## src/rtl/rv32_pkg.sv

```systemverilog
// Shared RV32I definitions: ALU operation codes, base opcodes and the issue-entry payload
// handed from the issue stage to the execute ALU and branch logic.
package rv32_pkg;

    localparam int unsigned XLEN = 32;

    localparam logic [3:0] ALU_ADD  = 4'd0;
    localparam logic [3:0] ALU_SUB  = 4'd1;
    localparam logic [3:0] ALU_AND  = 4'd2;
    localparam logic [3:0] ALU_OR   = 4'd3;
    localparam logic [3:0] ALU_XOR  = 4'd4;
    localparam logic [3:0] ALU_SLL  = 4'd5;
    localparam logic [3:0] ALU_SRL  = 4'd6;
    localparam logic [3:0] ALU_SRA  = 4'd7;
    localparam logic [3:0] ALU_SLT  = 4'd8;
    localparam logic [3:0] ALU_SLTU = 4'd9;

    localparam logic [6:0] OPC_OP     = 7'b0110011;
    localparam logic [6:0] OPC_OPIMM  = 7'b0010011;
    localparam logic [6:0] OPC_LUI    = 7'b0110111;
    localparam logic [6:0] OPC_AUIPC  = 7'b0010111;
    localparam logic [6:0] OPC_BRANCH = 7'b1100011;

    localparam logic [6:0] F7_BASE = 7'b0000000;
    localparam logic [6:0] F7_ALT  = 7'b0100000;

    typedef struct packed {
        logic [XLEN-1:0] x;
        logic [XLEN-1:0] y;
        logic [XLEN-1:0] pc;
        logic [3:0]      op;
        logic [4:0]      rd;
        logic            write_en;
        logic            is_branch;
        logic [2:0]      br_funct3;
        logic            illegal;
    } issue_entry_t;

    // funct7-independent ALU code for an OP / OP-IMM funct3.
    function automatic logic [3:0] funct3_alu_op(input logic [2:0] funct3);
        logic [3:0] code;
        case (funct3)
            3'b000:  code = ALU_ADD;
            3'b001:  code = ALU_SLL;
            3'b010:  code = ALU_SLT;
            3'b011:  code = ALU_SLTU;
            3'b100:  code = ALU_XOR;
            3'b101:  code = ALU_SRL;
            3'b110:  code = ALU_OR;
            default: code = ALU_AND;
        endcase
        return code;
    endfunction

endpackage

```

## src/rtl/alu_op_decode.sv

```systemverilog
// Combinational operand/opcode selection for OP, OP-IMM, LUI, AUIPC and BRANCH.
// Anything else, or a bad funct field, yields a zeroed ILLEGAL entry.
module alu_op_decode
    import rv32_pkg::*;
(
    input  logic [31:0]  instr,
    input  logic [31:0]  pc,
    input  logic [31:0]  rs1_data,
    input  logic [31:0]  rs2_data,
    output issue_entry_t entry
);

    logic [6:0]  opcode;
    logic [2:0]  funct3;
    logic [6:0]  funct7;
    logic [31:0] imm_i;
    logic [31:0] imm_u;
    logic [31:0] shamt;
    logic        legal;

    assign opcode = instr[6:0];
    assign funct3 = instr[14:12];
    assign funct7 = instr[31:25];
    assign imm_i  = {{20{instr[31]}}, instr[31:20]};
    assign imm_u  = {instr[31:12], 12'b0};
    assign shamt  = {27'b0, instr[24:20]};

    always_comb begin
        entry     = '0;
        legal     = 1'b0;
        entry.pc  = pc;
        entry.rd  = instr[11:7];
        entry.op  = ALU_ADD;

        case (opcode)
            OPC_OP: begin
                entry.x = rs1_data;
                entry.y = rs2_data;
                if (funct7 == F7_BASE) begin
                    legal    = 1'b1;
                    entry.op = funct3_alu_op(funct3);
                end else if (funct7 == F7_ALT && funct3 == 3'b000) begin
                    legal    = 1'b1;
                    entry.op = ALU_SUB;
                end else if (funct7 == F7_ALT && funct3 == 3'b101) begin
                    legal    = 1'b1;
                    entry.op = ALU_SRA;
                end
            end
            OPC_OPIMM: begin
                entry.x  = rs1_data;
                entry.y  = imm_i;
                entry.op = funct3_alu_op(funct3);
                legal    = 1'b1;
                if (funct3 == 3'b001) begin
                    entry.y = shamt;
                    legal   = (funct7 == F7_BASE);
                end else if (funct3 == 3'b101) begin
                    entry.y = shamt;
                    legal   = (funct7 == F7_BASE) || (funct7 == F7_ALT);
                    if (instr[30]) begin
                        entry.op = ALU_SRA;
                    end
                end
            end
            OPC_LUI: begin
                legal   = 1'b1;
                entry.y = imm_u;
            end
            OPC_AUIPC: begin
                legal   = 1'b1;
                entry.x = pc;
                entry.y = imm_u;
            end
            OPC_BRANCH: begin
                entry.x         = rs1_data;
                entry.y         = rs2_data;
                entry.is_branch = 1'b1;
                entry.br_funct3 = funct3;
                // Equality branches reuse SUB; the consumer tests for a zero result.
                case (funct3[2:1])
                    2'b00: begin
                        legal    = 1'b1;
                        entry.op = ALU_SUB;
                    end
                    2'b10: begin
                        legal    = 1'b1;
                        entry.op = ALU_SLT;
                    end
                    2'b11: begin
                        legal    = 1'b1;
                        entry.op = ALU_SLTU;
                    end
                    default: legal = 1'b0;
                endcase
            end
            default: legal = 1'b0;
        endcase

        if (!legal) begin
            entry.x         = '0;
            entry.y         = '0;
            entry.op        = ALU_ADD;
            entry.rd        = '0;
            entry.is_branch = 1'b0;
            entry.br_funct3 = '0;
            entry.illegal   = 1'b1;
        end

        entry.write_en = legal && !entry.is_branch && (entry.rd != 5'd0);
    end

endmodule

```

## src/rtl/alu_issue_stage.sv

```systemverilog
// ALU issue stage: decodes one instruction per cycle into a 2-entry skid buffer so that
// in_ready and every output come straight from registers.
module alu_issue_stage
    import rv32_pkg::*;
(
    input  logic        clk,
    input  logic        rst_n,
    input  logic        flush,
    input  logic        in_valid,
    output logic        in_ready,
    input  logic [31:0] instr,
    input  logic [31:0] pc,
    input  logic [31:0] rs1_data,
    input  logic [31:0] rs2_data,
    output logic        out_valid,
    input  logic        out_ready,
    output logic [31:0] x,
    output logic [31:0] y,
    output logic [3:0]  op,
    output logic [4:0]  rd,
    output logic        write_en,
    output logic        is_branch,
    output logic [2:0]  br_funct3,
    output logic [31:0] pc_out,
    output logic        illegal
);

    // Bit 0 doubles as out_valid and bit 1 as "skid occupied", so both handshake outputs
    // are plain register bits.
    typedef enum logic [1:0] {
        StEmpty = 2'b00,
        StOne   = 2'b01,
        StFull  = 2'b11
    } state_e;

    state_e       state_q;
    issue_entry_t main_q;
    issue_entry_t skid_q;
    issue_entry_t decoded;
    logic         in_fire;
    logic         out_fire;

    alu_op_decode u_decode (
        .instr    (instr),
        .pc       (pc),
        .rs1_data (rs1_data),
        .rs2_data (rs2_data),
        .entry    (decoded)
    );

    assign out_valid = state_q[0];
    assign in_ready  = ~state_q[1];
    assign in_fire   = in_valid && in_ready;
    assign out_fire  = out_valid && out_ready;

    always_ff @(posedge clk or negedge rst_n) begin
        if (!rst_n) begin
            state_q <= StEmpty;
            main_q  <= '0;
            skid_q  <= '0;
        end else if (flush) begin
            state_q <= StEmpty;
        end else begin
            case (state_q)
                StEmpty: begin
                    if (in_fire) begin
                        main_q  <= decoded;
                        state_q <= StOne;
                    end
                end
                StOne: begin
                    if (in_fire && out_fire) begin
                        main_q <= decoded;
                    end else if (in_fire) begin
                        skid_q  <= decoded;
                        state_q <= StFull;
                    end else if (out_fire) begin
                        state_q <= StEmpty;
                    end
                end
                StFull: begin
                    if (out_fire) begin
                        main_q  <= skid_q;
                        state_q <= StOne;
                    end
                end
                default: state_q <= StEmpty;
            endcase
        end
    end

    assign x         = main_q.x;
    assign y         = main_q.y;
    assign op        = main_q.op;
    assign rd        = main_q.rd;
    assign write_en  = main_q.write_en;
    assign is_branch = main_q.is_branch;
    assign br_funct3 = main_q.br_funct3;
    assign pc_out    = main_q.pc;
    assign illegal   = main_q.illegal;

endmodule

```

## config.mk

```make
export PLATFORM = sky130hd
export DESIGN_NAME = alu_issue_stage
export DESIGN_NICKNAME = d
export VERILOG_FILES = /design/src/rtl/rv32_pkg.sv /design/src/rtl/alu_op_decode.sv /design/src/rtl/alu_issue_stage.sv
export SDC_FILE = /design/constraint.sdc
export NUM_CORES = 1
export LEC_CHECK = 0
export ABC_AREA = 1
export CAP_MARGIN = 10
export CORE_UTILIZATION = 51
export DETAILED_ROUTE_END_ITERATION = 8
export PLACE_DENSITY = 0.81
export SLEW_MARGIN = 5
export SYNTH_ARGS = -nofsm -noshare
export SYNTH_HDL_FRONTEND = slang
export SYNTH_SLANG_ARGS = --single-unit
```

## constraint.sdc

```tcl
create_clock -name clk -period 2.16 [get_ports clk]
set_input_delay 0.324 -clock clk [delete_from_list [all_inputs] [get_ports clk]]
set_output_delay 0.324 -clock clk [all_outputs]
set_load 0.01 [all_outputs]
```

==> summary by stage, run 1 <==
Final layout
For this run, the number of standard cells in the final layout without fillers is 1884. The fraction of final layout cells sized beyond drive strength 1 is 0.0887. Leaving out fill and tap cells, the most frequent cell in the layout is nand2_1. The number of nets in the layout is 1736.

In the layout the commonest cells are 422 x nand2_1, 244 x clkdlybuf4s50_1, 224 x dfrtp_1, 105 x nand3_1, 99 x a21oi_1. The finished cells cover 14800 µm². The layout-stage area growth over the synthesis result is 37.2%.

Route
For this run, the detailed router's first-pass iteration total came to 5. In the final routed layout, each cell accounts on average for 17.0 µm. The number of antenna-violating nets in the routed design is 0. The final routed wirelength across all metal layers is 31900 µm. The number of violations reported at the end of detailed-routing iteration 0 is 754. The number of vias in the routed layout is 10500. In the routed design, unresolved DRC markers number 0. The average via count per standard cell is 5.59.

Timing
The final number of max-transition violations is 0. Setup violations remaining at the end of the flow were counted as 0. The largest clock skew in the final design is 4.90 ps.

Static timing analysis puts the maximum clock frequency at 0.514 GHz. Headroom to the max-slew limit came out at 0.611. The hold violation total from the final report is 0. Setup repair after global routing left no endpoint under its margin. At the pin with the least slew margin, the transition time is 584 ps. Dividing the final minimum period by the clock period gives 0.901. The worst path needs 1950 ps of the cycle, external delays included.

Global routing
The pin count of the biggest net entering global routing is 115. The number of antenna violations at the first check in global routing is 2. Global routing finished with a remaining overflow of 0. The first global-routing pass estimated 51900 µm of wire. The number of global-route vias before repair was 10200. The total routing resource utilization after global routing is 0.298.

Critical path
The worst path required time is 2570 ps. The arrival time at the worst endpoint is 2360 ps. Along the worst path, the maximum fanout reaches 12. The worst setup path is launched from a register.

The class of the most critical setup path is reg2reg. The worst setup path is captured at a register.

Place
In this run the tool buffered the top-level ports with 245 buffer cells. The total instance count after detailed placement is 1840. The HPWL after detailed placement is 21700 µm. The standard cell area after detailed placement is 14000 µm². The last weighted congestion value of the routability-driven placer is 0.873.

Synthesis
The synthesis-stage register bit count is 224. After synthesis the cells add up to 10800 µm². The total number of yosys warnings is 0. The post-synthesis net count is 1488. For this run, the register share of the synthesized area comes to 0.520.

Dividing the synthesized area by the synthesized cell count gives 7.99 µm². Synthesis produced a netlist whose cell count is 1348. After synthesis, the netlist uses 29 different library cells.

Clock tree
In this run, post-CTS repair resized a total of 0 instances. CTS built an H-tree with a depth of 1. The root buffer cell chosen for the clock tree is clkbuf_16.

The number of buffers on the longest clock path is 3. The number of buffers created by CTS is 23. The CTS tree is built. The clock drives 224 sinks. The clock latency reported for the late side of the worst-skew pair is 500 ps. The clock transition time at the flip-flop clock pins of the worst setup and hold paths is 60 ps.

Floorplan
The core area is 20500 µm². The die span in x is 147 µm. Row generation in the floorplan step produced 52 rows. The die is 147 µm tall. The number of top-level pins is 246. The initial utilization of the core area, before any placement, comes to 0.526. The die area is 21700 µm².

Run
The count of maximum capacitance violations is 0.

Pwr
The total power per unit cell area is 1060 nW/µm². The worst-case IR drop observed on VDD is 0.640 mV. The leakage component of the power is 6.85 nW.

Status
The run finished with clean final reports.

Min path
The worst hold path belongs to the class in2async.
-- state kept, by name, summed over array words and instances, names as in the netlist --
name and count:
write_en 1, rd 5, skid_q 111, state_q 2
y 32, illegal 1, op 4, br_funct3 3
x 32, is_branch 1, pc_out 32
-- power breakdown --
group          switching [mW]  internal [mW]
clock                    1.63           2.46
combinational            2.66           2.77
sequential              0.745           5.40
-- routing by layer --
| layer | up-vias | wire length (µm) | track usage | share of wire |
|---|---|---|---|---|
| met5 | - | 0 | 0 | 0 |
| met4 | 0 | 1160 | 0.113 | 0.036 |
| met3 | 74 | 2550 | 0.0429 | 0.080 |
| met2 | 494 | 15000 | 0.485 | 0.47 |
| met1 | 4996 | 13200 | 0.404 | 0.41 |
| li1 | 4960 | - | - | - |
-- metrics by stage --
stage               power (mW)  utilization  worst slack, ps  TNS, ps  hold slack (ps)
floorplan                 8.54            -              308        0             28.4
global placement          11.4        0.683             -137    -6530              271
detailed placement        11.6        0.683             -180    -8720              271
CTS                       15.7        0.721              188        0              332
global route              16.5        0.721             65.4        0              337
finish                    15.7        0.721              214        0              316
-- final cells by class --
class | count | area, µm²
sequential | 224 | 5610
timing repair buffer | 319 | 3320
fill | 1583 | 5710
clock buffer | 32 | 649
multi-input combinational | 970 | 4520
clock inverter | 9 | 124
antenna | 2 | 5.00
inverter | 58 | 225
tap | 270 | 338
-- cell families after synthesis --
group | Yosys count | synth area share
buffers and inverters | 154 | 0.0626
AOI/OAI and AO/OA | 316 | 0.160
and+or+nand+nor | 647 | 0.249
DFF | 224 | 0.520
adders and majority gates | 7 | 0.00813
-- worst max-delay path, stage by stage, from the launching register on --
cell     delay [ps]
dfrtp_1         450
inv_1           110
ha_1            200
nor2_1          260
nand3_4         140
inv_4           180
buf_12          170
buf_12          120
nor2_1           40
a31oi_1         170
-- cells in the mapped netlist, drive strengths merged --
cell type,count,area share
buf,55,0.028
ha,7,0.0081
a31oi,40,0.023
o31ai,1,0.00070
nor3b,1,0.0012
inv,57,0.020
nand2,427,0.15
nor2,100,0.036
a22o,6,0.0049
a21oi,99,0.046
o211ai,18,0.013
clkbuf,41,0.014
dfrtp,224,0.52
clkinv,1,0.00046
nand3,116,0.059
o21a,11,0.0077
o21ai,141,0.065
nor3,3,0.0024
-- path summary, 6_finish.rpt --
check | startpoint | to | slack, ps | depth (start not counted)
setup / recovery | state_q[0] | pc_out[16] | 210 | 9
hold / removal | rst_n | state_q[0] | 320 | 2
setup reg to reg | state_q[0] | pc_out[16] | 210 | 9
hold reg to reg | skid_q[20] | skid_q[20] | 470 | 2
max in group asynchronous | rst_n | skid_q[104] | 1110 | 3
min in group clk | pc[13] | pc_out[13] | 420 | 3
-- timing repair --
item / in CTS / in global routing
hold buffers: 1 / 0
endpoints found under the hold margin: 46 / 0
buffers inserted: 0 / 0
Power figures use the tool's default switching activity.
==> run 2: changes to the inputs <==
--- a/config.mk
+++ b/config.mk
@@ -6,7 +6,7 @@
 export NUM_CORES = 1
 export LEC_CHECK = 0
 export ABC_AREA = 1
-export CAP_MARGIN = 10
+export CORE_ASPECT_RATIO = 1.5
 export CORE_UTILIZATION = 51
 export DETAILED_ROUTE_END_ITERATION = 8
 export PLACE_DENSITY = 0.81
==> run 2 against run 1 <==
  * Core utilization is 0.37 points lower
  * Setup slack better by 17 ps
  * Critical endpoint is now in_ready
  * Cell area is 0.10% lower
  * Critical path type is now reg2out
  * Die area hardly changed
  * Largest power group unchanged
  * Combinational power is 2% lower
  * Highest routed layer unchanged
==> summary by stage, run 2 (synthesis results as in run 1) <==
Status
The flow ran to the end, and the final reports show no timing, DRC or antenna violations.

Critical path
The worst path required time is 1840 ps (-730 ps). The worst stage delay on the critical path came to 540 ps (+90 ps). The startpoint of the worst register-to-register path is state_q[0].

The reg2reg setup slack is 270 ps (+60 ps). The number of buffer and inverter stages on the critical path is 2 (-2). STA classifies the critical path startpoint as a register.

The worst register-to-register path ends at x[20]. The cell count along the critical path is 2 (-7). The number of cells on the worst reg-to-reg path came to 10 (+1). The arrival time at the worst endpoint is 1610 ps (-750 ps).

The signal on the critical path passes through inv_2 > clkdlybuf4s50_1. The maximum fanout encountered on the critical timing path came to 5 (-7). Broken down by cell family, the worst path's largest delay share belongs to buffers and inverters. The class of the most critical setup path is reg2out. The worst setup path is captured at a primary output. The cell type of the slowest stage on the worst timing path is clkdlybuf4s50_1.

Global routing
The number of antenna violations at the first check in global routing is 2 (unchanged). The global routing met2 resource utilization is 0.517 (+0.0326). The global routing usage on met3 is 0.0361 (-0.00678). The number of global-route vias before repair is 10600 (+3.7%). The pin count of the biggest net entering global routing is 115 (unchanged). The met1 global-route usage is 0.356 (-0.0477). The total routing resource utilization after global routing is 0.299 (+0.00106).

The total grt overflow is 0 (unchanged). In this run the most used layer during global routing was met2. The wire length of the first global-routing pass is 52000 µm (+0.24%).

Route
The iteration count of the initial detailed-routing pass is 5 (unchanged). The final routed wirelength across all metal layers was 32100 µm (+0.55%). The number of antenna-violating nets in the routed design is 0 (unchanged). The routed wirelength normalized by instance count is 17.1 µm (+0.82%). The number of vias in the routed layout is 10500 (+0.067%). The average via count per standard cell came to 5.60 (+0.33%). The remaining design rule violation count is 0 (unchanged). The number of violations reported at the end of detailed-routing iteration 0 is 873 (+16%).

Pwr
The clock network power share is 0.262 (about the same). The proportion of power drawn by combinational gates is 0.342 (-0.005). The internal power is 10.5 mW (-1.5%). The share of power burned in registers was 0.395 (+0.002). The highest ir drop seen on vdd is 0.666 mV (+4.1%). The fraction of power spent switching nets is 0.324 (+0.00211). The switching power summed over all nets is 5.01 mW (-0.52%). The total power per unit cell area is 1050 nW/µm² (-1.1%). The leakage component of the power is 6.86 nW (+0.12%).

The total design power is 15.5 mW (-1.2%).

Place
The last weighted congestion value of the routability-driven placer is 0.887 (+1.5%). The worst setup slack before clock tree synthesis is -98.5 ps (+81.3 ps). The quantity of I/O buffers inserted on ports is 245 (unchanged). The HPWL after detailed placement is 21400 µm (-1.2%).

The total instance count after detailed placement came to 1835 (-0.27%).

Clock tree
The clock latency reported for the late side of the worst-skew pair came to 510 ps (about the same). The cell chosen for the clock root is clkbuf_16. The number of buffers added for setup after CTS came to 0 (unchanged).

The number of buffers created by CTS was 23 (unchanged). TritonCTS built the clock tree. The depth of the CTS H-tree is 1 (unchanged). The TritonCTS sink count came to 224 (unchanged).

The number of buffers on the longest clock path came to 3 (unchanged). The clock transition time at the flip-flop clock pins of the worst setup and hold paths was 60 ps (about the same).

Final layout
The library cell used most frequently in the layout, excluding fill and tap cells, is nand2_1. The final cell count without fillers is 1879 (-0.27%). The layout-stage area growth over the synthesis result is 37.0%. The register with the most flip-flops in the final layout is skid_q. The fill cell instance count of the final layout is 1542 (-2.6%). The top cell types in the final layout, fill and taps aside, are 422 x nand2_1, 244 x clkdlybuf4s50_1, 223 x dfrtp_1, 105 x nand3_1, 99 x a21oi_1. The share of the core filled with cells is 0.718 (-0.00371). The fraction of final layout cells sized beyond drive strength 1 is 0.0918 (+0.00304). The number of nets in the layout is 1737 (+0.058%). The flip-flop count of the largest register, all copies and words added is 111 (unchanged).

Min path
The path class of the lowest-slack min-delay path is in2async.

Timing
The final number of max-transition violations came to 0 (unchanged). The largest clock skew in the final design is 13.5 ps (+8.63 ps). The worst slew margin relative to its limit was 0.594 (-0.0166).

The final cycle utilization of the critical path is 0.893 (-0.00764). The final setup violation count is 0 (unchanged). The final hold slack is 314 ps (-1.49 ps). The final critical delay including setup and external delays is 1930 ps (-16.5 ps). The highest clock frequency the design can meet is 0.518 GHz (+0.86%). The actual transition at the worst max-transition pin is 609 ps (+24.9 ps). Setup repair after global routing left no endpoint under its margin.

The hold violation total from the final report came to 0 (unchanged). The setup slack of the critical path after layout was 231 ps (+16.5 ps).

Floorplan
The row count was 64 (+23%). The number of top-level pins is 246 (unchanged). The die span in x came to 121 µm (-18%). The die area is 21700 µm² (about the same). The starting density of the core is 0.524 (-0.00217). The die boundary height is 180 µm (+22%). The core area is 20600 µm² (+0.41%).

Run
The count of maximum capacitance violations is 0 (unchanged).
## run 2: worst max-delay path by stage
stage	slack, ps	endpoint	startpoint
6_report	230	in_ready	state_q[1]
5_1_grt	90	x[31]	state_q[1]
4_1_cts	160	x[18]	state_q[0]
3_5_place_dp	-100	op[2]	instr[0]
3_3_place_gp	-70	y[14]	instr[0]
2_1_floorplan	310	y[21]	state_q[0]
## run 2: area by class of cell
class | instances | area, µm² | area share
flip-flops and latches | 224 | 5610 | 0.380
clock buffers | 36 | 724 | 0.0491
inverters | 58 | 226 | 0.0153
multi-input cells | 970 | 4520 | 0.306
clock inverters | 5 | 53.8 | 0.00364
diodes | 2 | 5.00 | 0.000339
repair buffers | 320 | 3300 | 0.223
well taps | 264 | 330 | 0.0224
## run 2: layer usage
layer / wire length [µm] / share of wire
met4: 1680 / 0.052
met2: 16000 / 0.50
met5: 0 / 0
met1: 12400 / 0.38
met3: 2050 / 0.064
## run 2: metrics by stage
stage,cell area (µm²),TNS (ps)
2_1_floorplan,10800,0
3_3_place_gp,14000,-2030
3_5_place_dp,14000,-3320
4_1_cts,14800,0
5_1_grt,14800,0
6_report,14800,0
## run 2: power by group through the flow
stage               clock network [mW]  registers (mW)  logic (mW)
global route                      4.27            6.25        5.79
floorplan                            0            6.39        2.14
detailed placement                   0            6.16        5.30
CTS                               4.11            6.11        5.33
global placement                     0            6.13        5.18
finish                            4.06            6.12        5.30
## run 2: what timing repair did
item / CTS / global route
resized for setup: 0 / 3
endpoints found under the setup margin: 0 / 1
hold endpoints to repair: 47 / 0
hold buffers: 1 / 0
